--- config.mk ---
export PLATFORM = sky130hd
export DESIGN_NAME = pipeline_fetch_unit
export DESIGN_NICKNAME = d
export VERILOG_FILES = /design/src/rtl/pipeline_pkg.sv /design/src/rtl/fetch_fifo.sv /design/src/rtl/pipeline_fetch_unit.sv
export SDC_FILE = /design/constraint.sdc
export NUM_CORES = 1
export LEC_CHECK = 0
export CORE_UTILIZATION = 55
export CTS_CLUSTER_DIAMETER = 120
export DETAILED_ROUTE_END_ITERATION = 12
export PLACE_DENSITY = 0.81
export SLEW_MARGIN = 20
export SYNTH_ARGS = -nofsm -noshare
export SYNTH_HDL_FRONTEND = slang
export SYNTH_HIERARCHICAL = 1
export SYNTH_SLANG_ARGS = --single-unit
--- constraint.sdc ---
create_clock -name clk_i -period 9.03 [get_ports clk_i]
set_input_delay 2.709 -clock clk_i [delete_from_list [all_inputs] [get_ports clk_i]]
set_output_delay 2.709 -clock clk_i [all_outputs]
set_load 0.02 [all_outputs]
--- src/rtl/pipeline_pkg.sv ---
// Shared core-wide widths, the NOP encoding and the default fetch-queue entry layout.
package pipeline_pkg;
   localparam int          XLEN      = 32;
   localparam int          ILEN      = 32;
   localparam logic [31:0] NOP_INSTR = 32'h0000_0013;

   typedef struct packed {
      logic [XLEN-1:0] pc;
      logic [ILEN-1:0] instr;
      logic            misalign;
   } fetch_entry_t;
endpackage

--- src/rtl/fetch_fifo.sv ---
// Fetch queue: synchronous FIFO of fetch entries with flush and occupancy count.
module fetch_fifo
   import pipeline_pkg::*;
#(
   parameter type entry_t = fetch_entry_t,
   parameter int  DEPTH   = 4
)(
   input  logic                   clk_i,
   input  logic                   rst_i,
   input  logic                   flush,
   input  logic                   push,
   input  entry_t                 wdata,
   input  logic                   pop,
   output entry_t                 rdata,
   output logic                   empty,
   output logic [$clog2(DEPTH):0] count
);
   localparam int AW = $clog2(DEPTH);

   entry_t      mem [DEPTH];
   logic [AW:0] wr_ptr;
   logic [AW:0] rd_ptr;

   // Extra pointer MSB distinguishes full from empty when the low bits match.
   assign count = wr_ptr - rd_ptr;
   assign empty = (wr_ptr == rd_ptr);
   assign rdata = mem[rd_ptr[AW-1:0]];

   always_ff @(posedge clk_i) begin
      if (!rst_i || flush) begin
         wr_ptr <= '0;
         rd_ptr <= '0;
      end else begin
         if (push) wr_ptr <= wr_ptr + (AW+1)'(1);
         if (pop)  rd_ptr <= rd_ptr + (AW+1)'(1);
      end
   end

   always_ff @(posedge clk_i) begin
      if (push && !flush) mem[wr_ptr[AW-1:0]] <= wdata;
   end
endmodule

--- src/rtl/pipeline_fetch_unit.sv ---
// Instruction-fetch stage: owns the PC, keeps up to DEPTH fetches in flight or queued, feeds decode.
// Optional FETCH_MISALIGN_EN: a misaligned redirect halts fetch and delivers one marker entry.
module pipeline_fetch_unit
   import pipeline_pkg::*;
#(
   parameter int              XLEN     = pipeline_pkg::XLEN,
   parameter int              ILEN     = pipeline_pkg::ILEN,
   parameter int              DEPTH    = 4,
   parameter logic [XLEN-1:0] RESET_PC = '0
)(
   input  logic            clk_i,
   input  logic            rst_i,
   input  logic            redirect_i,
   input  logic [XLEN-1:0] redirect_pc_i,
   output logic            imem_req_o,
   output logic [XLEN-1:0] imem_addr_o,
   input  logic            imem_ready_i,
   input  logic            imem_rvalid_i,
   input  logic [ILEN-1:0] imem_rdata_i,
   output logic            id_valid_o,
   input  logic            id_ready_i,
   output logic [ILEN-1:0] id_instr_o,
   output logic [XLEN-1:0] id_pc_o,
   output logic            id_misalign_o
);
   localparam int CW = $clog2(DEPTH) + 1;

   typedef struct packed {
      logic [XLEN-1:0] pc;
      logic [ILEN-1:0] instr;
      logic            misalign;
   } entry_t;

   logic [XLEN-1:0] pc_q, resp_pc_q, target;
   logic [CW-1:0]   outstanding_q, drop_cnt_q, q_count, in_flight_after_redirect;
   logic            halted_q, marker_pend_q, misalign_redirect;
   logic            credit_ok, accept, rsp_keep, marker_push, push, pop, q_empty;
   entry_t          push_entry, head;

`ifdef FETCH_MISALIGN_EN
   assign target            = redirect_pc_i;
   assign misalign_redirect = |redirect_pc_i[1:0];
`else
   assign target            = redirect_pc_i & ~XLEN'(3);
   assign misalign_redirect = 1'b0;
`endif

   // Queued plus in-flight never exceeds DEPTH, so responses always find room.
   assign credit_ok   = ({1'b0, outstanding_q} + {1'b0, q_count}) < (CW+1)'(DEPTH);
   assign imem_req_o  = rst_i && !redirect_i && !halted_q && credit_ok;
   assign imem_addr_o = pc_q;
   assign accept      = imem_req_o && imem_ready_i;

   assign rsp_keep    = imem_rvalid_i && (drop_cnt_q == '0);
   assign marker_push = marker_pend_q && (drop_cnt_q == '0);
   assign push        = !redirect_i && (marker_push || rsp_keep);
   assign pop         = id_valid_o && id_ready_i;
   assign in_flight_after_redirect = outstanding_q - CW'(imem_rvalid_i);

   always_comb begin
      push_entry.pc       = resp_pc_q;
      push_entry.instr    = imem_rdata_i;
      push_entry.misalign = 1'b0;
      if (marker_push) begin
         push_entry.instr    = ILEN'(NOP_INSTR);
         push_entry.misalign = 1'b1;
      end
   end

   always_ff @(posedge clk_i) begin
      if (!rst_i) begin
         pc_q          <= RESET_PC;
         resp_pc_q     <= RESET_PC;
         outstanding_q <= '0;
         drop_cnt_q    <= '0;
         halted_q      <= 1'b0;
         marker_pend_q <= 1'b0;
      end else if (redirect_i) begin
         pc_q          <= target;
         resp_pc_q     <= target;
         outstanding_q <= in_flight_after_redirect;
         drop_cnt_q    <= in_flight_after_redirect;
         halted_q      <= misalign_redirect;
         marker_pend_q <= misalign_redirect;
      end else begin
         if (accept) pc_q <= pc_q + XLEN'(4);
         outstanding_q <= outstanding_q + CW'(accept) - CW'(imem_rvalid_i);
         if (imem_rvalid_i) begin
            if (drop_cnt_q != '0) drop_cnt_q <= drop_cnt_q - CW'(1);
            else                  resp_pc_q  <= resp_pc_q + XLEN'(4);
         end
         if (marker_push) marker_pend_q <= 1'b0;
      end
   end

   fetch_fifo #(
      .entry_t (entry_t),
      .DEPTH   (DEPTH)
   ) u_fifo (
      .clk_i (clk_i),
      .rst_i (rst_i),
      .flush (redirect_i),
      .push  (push),
      .wdata (push_entry),
      .pop   (pop),
      .rdata (head),
      .empty (q_empty),
      .count (q_count)
   );

   assign id_valid_o    = rst_i && !q_empty && !redirect_i;
   assign id_instr_o    = head.instr;
   assign id_pc_o       = head.pc;
   assign id_misalign_o = id_valid_o && head.misalign;
endmodule

# Yosys cells after proc, flatten, opt, wreduce, memory -nomap -nowiden
# Memories as Yosys holds them, arrays and structs flattened. A register that Yosys moved wholly into a read port is not among the register bits.
# Index checks and enable logic that the tools add are counted.
# W data, S select, Z words.
# word_totals
register_bits,76
mem_bits_rw,256
in_bits,70
out_inout_bits,99
elab_cells,60
mem_count,1
# classes
n_addsub,10
n_lt_le_gt_ge,1
n_eq_ne,2
muxes,13
bitwise,2
n_reduce_logical,23
# memory_table
memory,words,word_bits,read_ports,rd_ports_with_merged_regs,wr,line,source
u_fifo.mem,4,64,1,1,1,fetch_fifo.sv:20,entry_t mem [DEPTH];
# op_table
op,count
$mux W32,5
$add A32 B3 Y32 const B,2
$mux W3,4
$logic_and A1 B1 Y1,9
$add A3 B1 Y3 const B,2
$reduce_and A2 Y1,3
$reduce_bool A2 Y1,3
$sub A3 B1 Y3,2
$add A3 B3 Y4,1
$lt A4 B3 Y1 const B,1
$mux W2,2
$add A3 B1 Y3,1
$eq A3 B3 Y1,1
$logic_not A1 Y1,3
$logic_not A3 Y1,1
$reduce_bool A3 Y1,1
$sub A3 B1 Y3 const B,1
$sub A3 B3 Y3,1
$mux W1,2
$ne A2 B2 Y1 const B,1
$not A1 Y1,2
$reduce_or A2 Y1,1
$logic_and A1 B1 Y1 const B,1
$logic_or A1 B1 Y1,1

# Longest topological paths before layout
# logic_depth
word_depth,8
depth_mapped,18

# By module
# Netlist, hierarchy kept.
# modules_own_cells
module,instances,cells_per_inst,area_each_um2,seq_area_each_um2
fetch_fifo,1,387,9879.5,7967.6
pipeline_fetch_unit,1,437,3613.5,1321.3

# Worst setup path after synthesis
# OpenSTA, ideal clock, no wires.
# synth_timing
path_type,input to register
start,in redirect_i
end,mem u_fifo/mem[3][0] (netlist bit) (enable)
setup_ps,488
arrival_time_ps,6215
required_time_ps,8542
path_slack_ps,2327
cell_stages,6
n_path_buf,2
path_cell_list,clkinv_1 clkbuf_1 and2_1 clkbuf_1 nand2_1 nor2_1
# synth_via
elab_chain_cells,5
# synth_lines
item,line,source
start: declaration,pipeline_fetch_unit.sv:13,"input logic redirect_i,"
$logic_not A1 Y1,pipeline_fetch_unit.sv:56,assign push = !redirect_i && (marker_push || rsp_keep);
$logic_and A1 B1 Y1,pipeline_fetch_unit.sv:56,
net push,pipeline_fetch_unit.sv:37,"logic credit_ok, accept, rsp_keep, marker_push, push, pop, q_empty;"
$logic_and A1 B1 Y1,fetch_fifo.sv:40,if (push && !flush) mem[wr_ptr[AW-1:0]] <= wdata;
$mux W1,fetch_fifo.sv:40,
$mux W1 (implied by the code),fetch_fifo.sv:40,
end: declaration,fetch_fifo.sv:20,
# The timed path passes the listed nets, and every way through them passes these cells.

# Final worst setup path
# layout_timing
start,in rst_i
end,out id_misalign_o
# layout_via
elab_chain_cells,3
# layout_lines
item,line,source
start: declaration,pipeline_fetch_unit.sv:12,"input logic rst_i,"
$logic_and A1 B1 Y1 (2 in a row),pipeline_fetch_unit.sv:111,assign id_valid_o = rst_i && !q_empty && !redirect_i;
$logic_and A1 B1 Y1,pipeline_fetch_unit.sv:114,assign id_misalign_o = id_valid_o && head.misalign;
end: declaration,pipeline_fetch_unit.sv:24,output logic id_misalign_o
# Every way passes these cells.

==> flow_summary.yaml <==
worst_setup_path:
  critPathMaxStageDelay_ns: 0.61
  critPathSlowestCell: "clkdlybuf4s50_1"
  path_cells: "clkdlybuf4s50_1 -> buf_4 -> nand2b_1 -> nor2_1 -> and2_1 -> clkdlybuf4s50_1"
  cp-end-kind: "primary output"
  path_delay_family: "buffers and inverters"
  cp.arrival_ns: 4.84
  cp_num_buf_inv: 3
  start_kind: "input pin"
  required_ns: 6.32
  crit_path_max_fanout: 41
  critical_path_class: "in -> out"
  critPathMostFrequentCell: "clkdlybuf4s50_1"
cells_and_area:
  seq_area_sq_um: 9294
  layout_common_cells: "edfxtp_1, clkdlybuf4s50_1, dfxtp_1"
  fin_area_sq_um: 16440
  nFillCells: 1554
  areaGrowthSynthToFinish_pct: 21.81
  n_antenna_cell: 0
  multi_input_area_sq_um: 3930
  num-nets-final: 1098
  final_common_cell: "edfxtp_1"
  drive_gt1_share_pct: 13.47
drt:
  viasPerCell: 5.756
  routed_wl_microns: 26590
  drt-wirelength-per-cell_microns: 19.68
  route.vias.total: 7777
  antenna_left: 0
  drt_iter0_markers: 576
  first_pass_iters: 5
  drcViolationCount: 0
placed_design:
  place.gp.congestion: 0.8972
  io_buffers: 164
  dpl.hpwl_microns: 16500
  place_area_sq_um: 15410
power:
  combPwrFrac_pct: 6.6
  power.total_mw: 3.237
  power_density_nw_per_um2: 197.0
  switching_power_uw: 688.5
  vdd.ir_drop.worst_v: 0.0001251
  internal-power_mw: 2.549
  clkPwrFrac_pct: 39.8
  seqPwrFrac_pct: 53.6
  p_leak_nw: 5.282
  swShare_pct: 21.27
cts:
  cts_tree: "built"
  postCtsHoldBufs: 0
  cts_setup_buffers: 0
  clk_pin_slew_ns: 0.06
  cts_inserted_buffers: 34
  cts_root_buf: "clkbuf_16"
  clock_path_buffers: 3
  cts_resized: 0
  htree_num_levels: 2
  clkLatencyLatePin_ns: 0.50
  clkSinkCount: 334
die:
  die-area_sq_um: 25160
  die_h_microns: 158.6
  io_pins: 169
  dieWidth_microns: 158.6
  start_util_pct: 56.81
  core_area_sq_um: 23750
  rows: 56
logic_synthesis:
  ys_warn_count: 6
  synthCells: 824
  yosysSeqAreaShare_pct: 68.84
  synth-edff-count: 260
  ys_types: 58
  avgSynthCellArea_sq_um: 16.37
  synth_seq_cells: 334
  syn_area_sq_um: 13490
  synthArstFlopShare_pct: 0
  ys.flop_type: "edfxtp_1"
global_routing:
  grt_max_degree: 90
  grt_pass1_wl_microns: 40530
  grt_pass1_vias: 7505
  globalRouteOverflowTotal: 0
  antenna_found_initial: 0
  gr-usage-all-layers_pct: 21.58
timing:
  max-slew-margin-rel_pct: 32.43
  period_needed_ns: 7.549
  worst_clock_skew_ns: 0.01015
  tightest_slew_ns: 1.014
  finalCritPeriodShare_pct: 83.60
  fin_tns_setup_ns: 0
  rsz0062_at_grt: "false"
  max_freq_mhz: 132.5
  hold_viol: 0
  setup_violations: 0
  slew_violations: 0
status:
  status: "complete, no violations"
hold_path:
  min_path_type: "reg -> reg"
run:
  maxCapViolCount: 0
stage by stage:
stage / worst slack, ns / cells / hold slack [ns] / utilization [%]
after floorplan: 2.327 / 837 / 0.4690 / -
after global routing: 1.373 / 1351 / 0.5523 / 69.20
final: 1.481 / 1351 / 0.5375 / 69.20
after global placement: 1.539 / 1292 / 0.5127 / 64.87
after detailed placement: 1.460 / 1292 / 0.5178 / 64.87
after CTS: 1.466 / 1351 / 0.5261 / 69.20
layer usage:
layer / GRT usage [%] / share of wire, %
met1: 29.94 / 42
met2: 34.73 / 48
met3: 4.137 / 7.8
met4: 6.639 / 2.0
met5: 0 / 0
worst reg2reg max path, delay by kind of cell (launching register included):
family / cells / cell delay [ns]
xor+xnor: 2 / 0.28
flops: 1 / 0.41
fa+ha+maj: 6 / 1.82
buf+inv: 4 / 0.46
compound gates: 2 / 0.59
simple gates: 2 / 0.46
cell type report:
class                   count  area share [%]
clock buffers              45           5.618
repair buffers            171           10.31
inverters                  24          0.5481
flip-flops and latches    334           56.55
well taps                 319           2.428
multi-input cells         444           23.91
clock inverters            14          0.6395
cell usage after synthesis, types with 3 or more instances:
master / n / area (sq um)
mux2i_1: 4 / 40.04
ha_1: 17 / 212.7
nand3_1: 23 / 115.1
nor2_1: 25 / 93.84
nand2b_1: 4 / 25.02
dfxtp_1: 74 / 1481
and4_1: 9 / 78.83
nand2_1: 28 / 105.1
nor3b_1: 3 / 22.52
nand4_1: 19 / 118.9
o21ai_0: 37 / 185.2
nor4_1: 6 / 37.54
a31oi_1: 10 / 62.56
xor2_1: 24 / 210.2
a21oi_1: 48 / 240.2
clkbuf_1: 18 / 67.56
nor3_1: 15 / 75.07
buf_12: 5 / 100.1
edfxtp_1: 260 / 7807
buf_4: 3 / 22.52
or3_1: 9 / 56.30
xnor2_1: 27 / 236.5
buf_2: 7 / 35.03
and3_1: 9 / 56.30
mux4_2: 65 / 1464
and2_1: 10 / 62.56
inv_1: 22 / 82.58
nand3b_1: 3 / 22.52
a211oi_1: 4 / 30.03
power by group through the flow:
stage                     clock network [mW]  registers [mW]  logic [mW]
after floorplan                            0            1.77       0.105
after global placement                     0            1.76       0.208
after detailed placement                   0            1.77       0.212
after CTS                               1.32            1.74       0.214
after global routing                    1.38            1.74       0.231
final                                   1.29            1.74       0.213
final timing paths:
path | slack [ns] | end | depth (start not counted) | start
max reg2reg | 4.90 | outstanding_q[2]$_SDFF_PN0_ | 16 | u_fifo/wr_ptr[0]$_SDFFE_PP0P_
max | 1.48 | id_misalign_o | 6 | rst_i
min reg2reg | 0.54 | imem_addr_o[3]$_SDFFE_PN0P_ | 2 | imem_addr_o[3]$_SDFFE_PN0P_
min | 0.54 | imem_addr_o[3]$_SDFFE_PN0P_ | 2 | imem_addr_o[3]$_SDFFE_PN0P_
logic make-up (layout without fill, tap and decap cells):
family / count (synthesis) / count (layout) / synth area share [%]
AND/OR/NAND/NOR: 176 / 176 / 7.391
AO/OA/AOI/OAI: 114 / 114 / 4.794
multiplexers: 70 / 70 / 11.26
flip-flops: 334 / 334 / 68.84
XOR/XNOR: 51 / 51 / 3.310
other: 1 / 14 / 0.02779
buffers and inverters: 59 / 254 / 2.504
adder cells (fa/ha/maj): 19 / 19 / 1.873
sequential cells by signal, summed over array words and instances (netlist names), named ones only:
signal,flops
u_fifo/mem,260
drop_cnt_q,3
u_fifo/wr_ptr,3
outstanding_q,3
u_fifo/rd_ptr,3
resp_pc_q,30
imem_addr_o,30
Power figures use the tool's default switching activity.
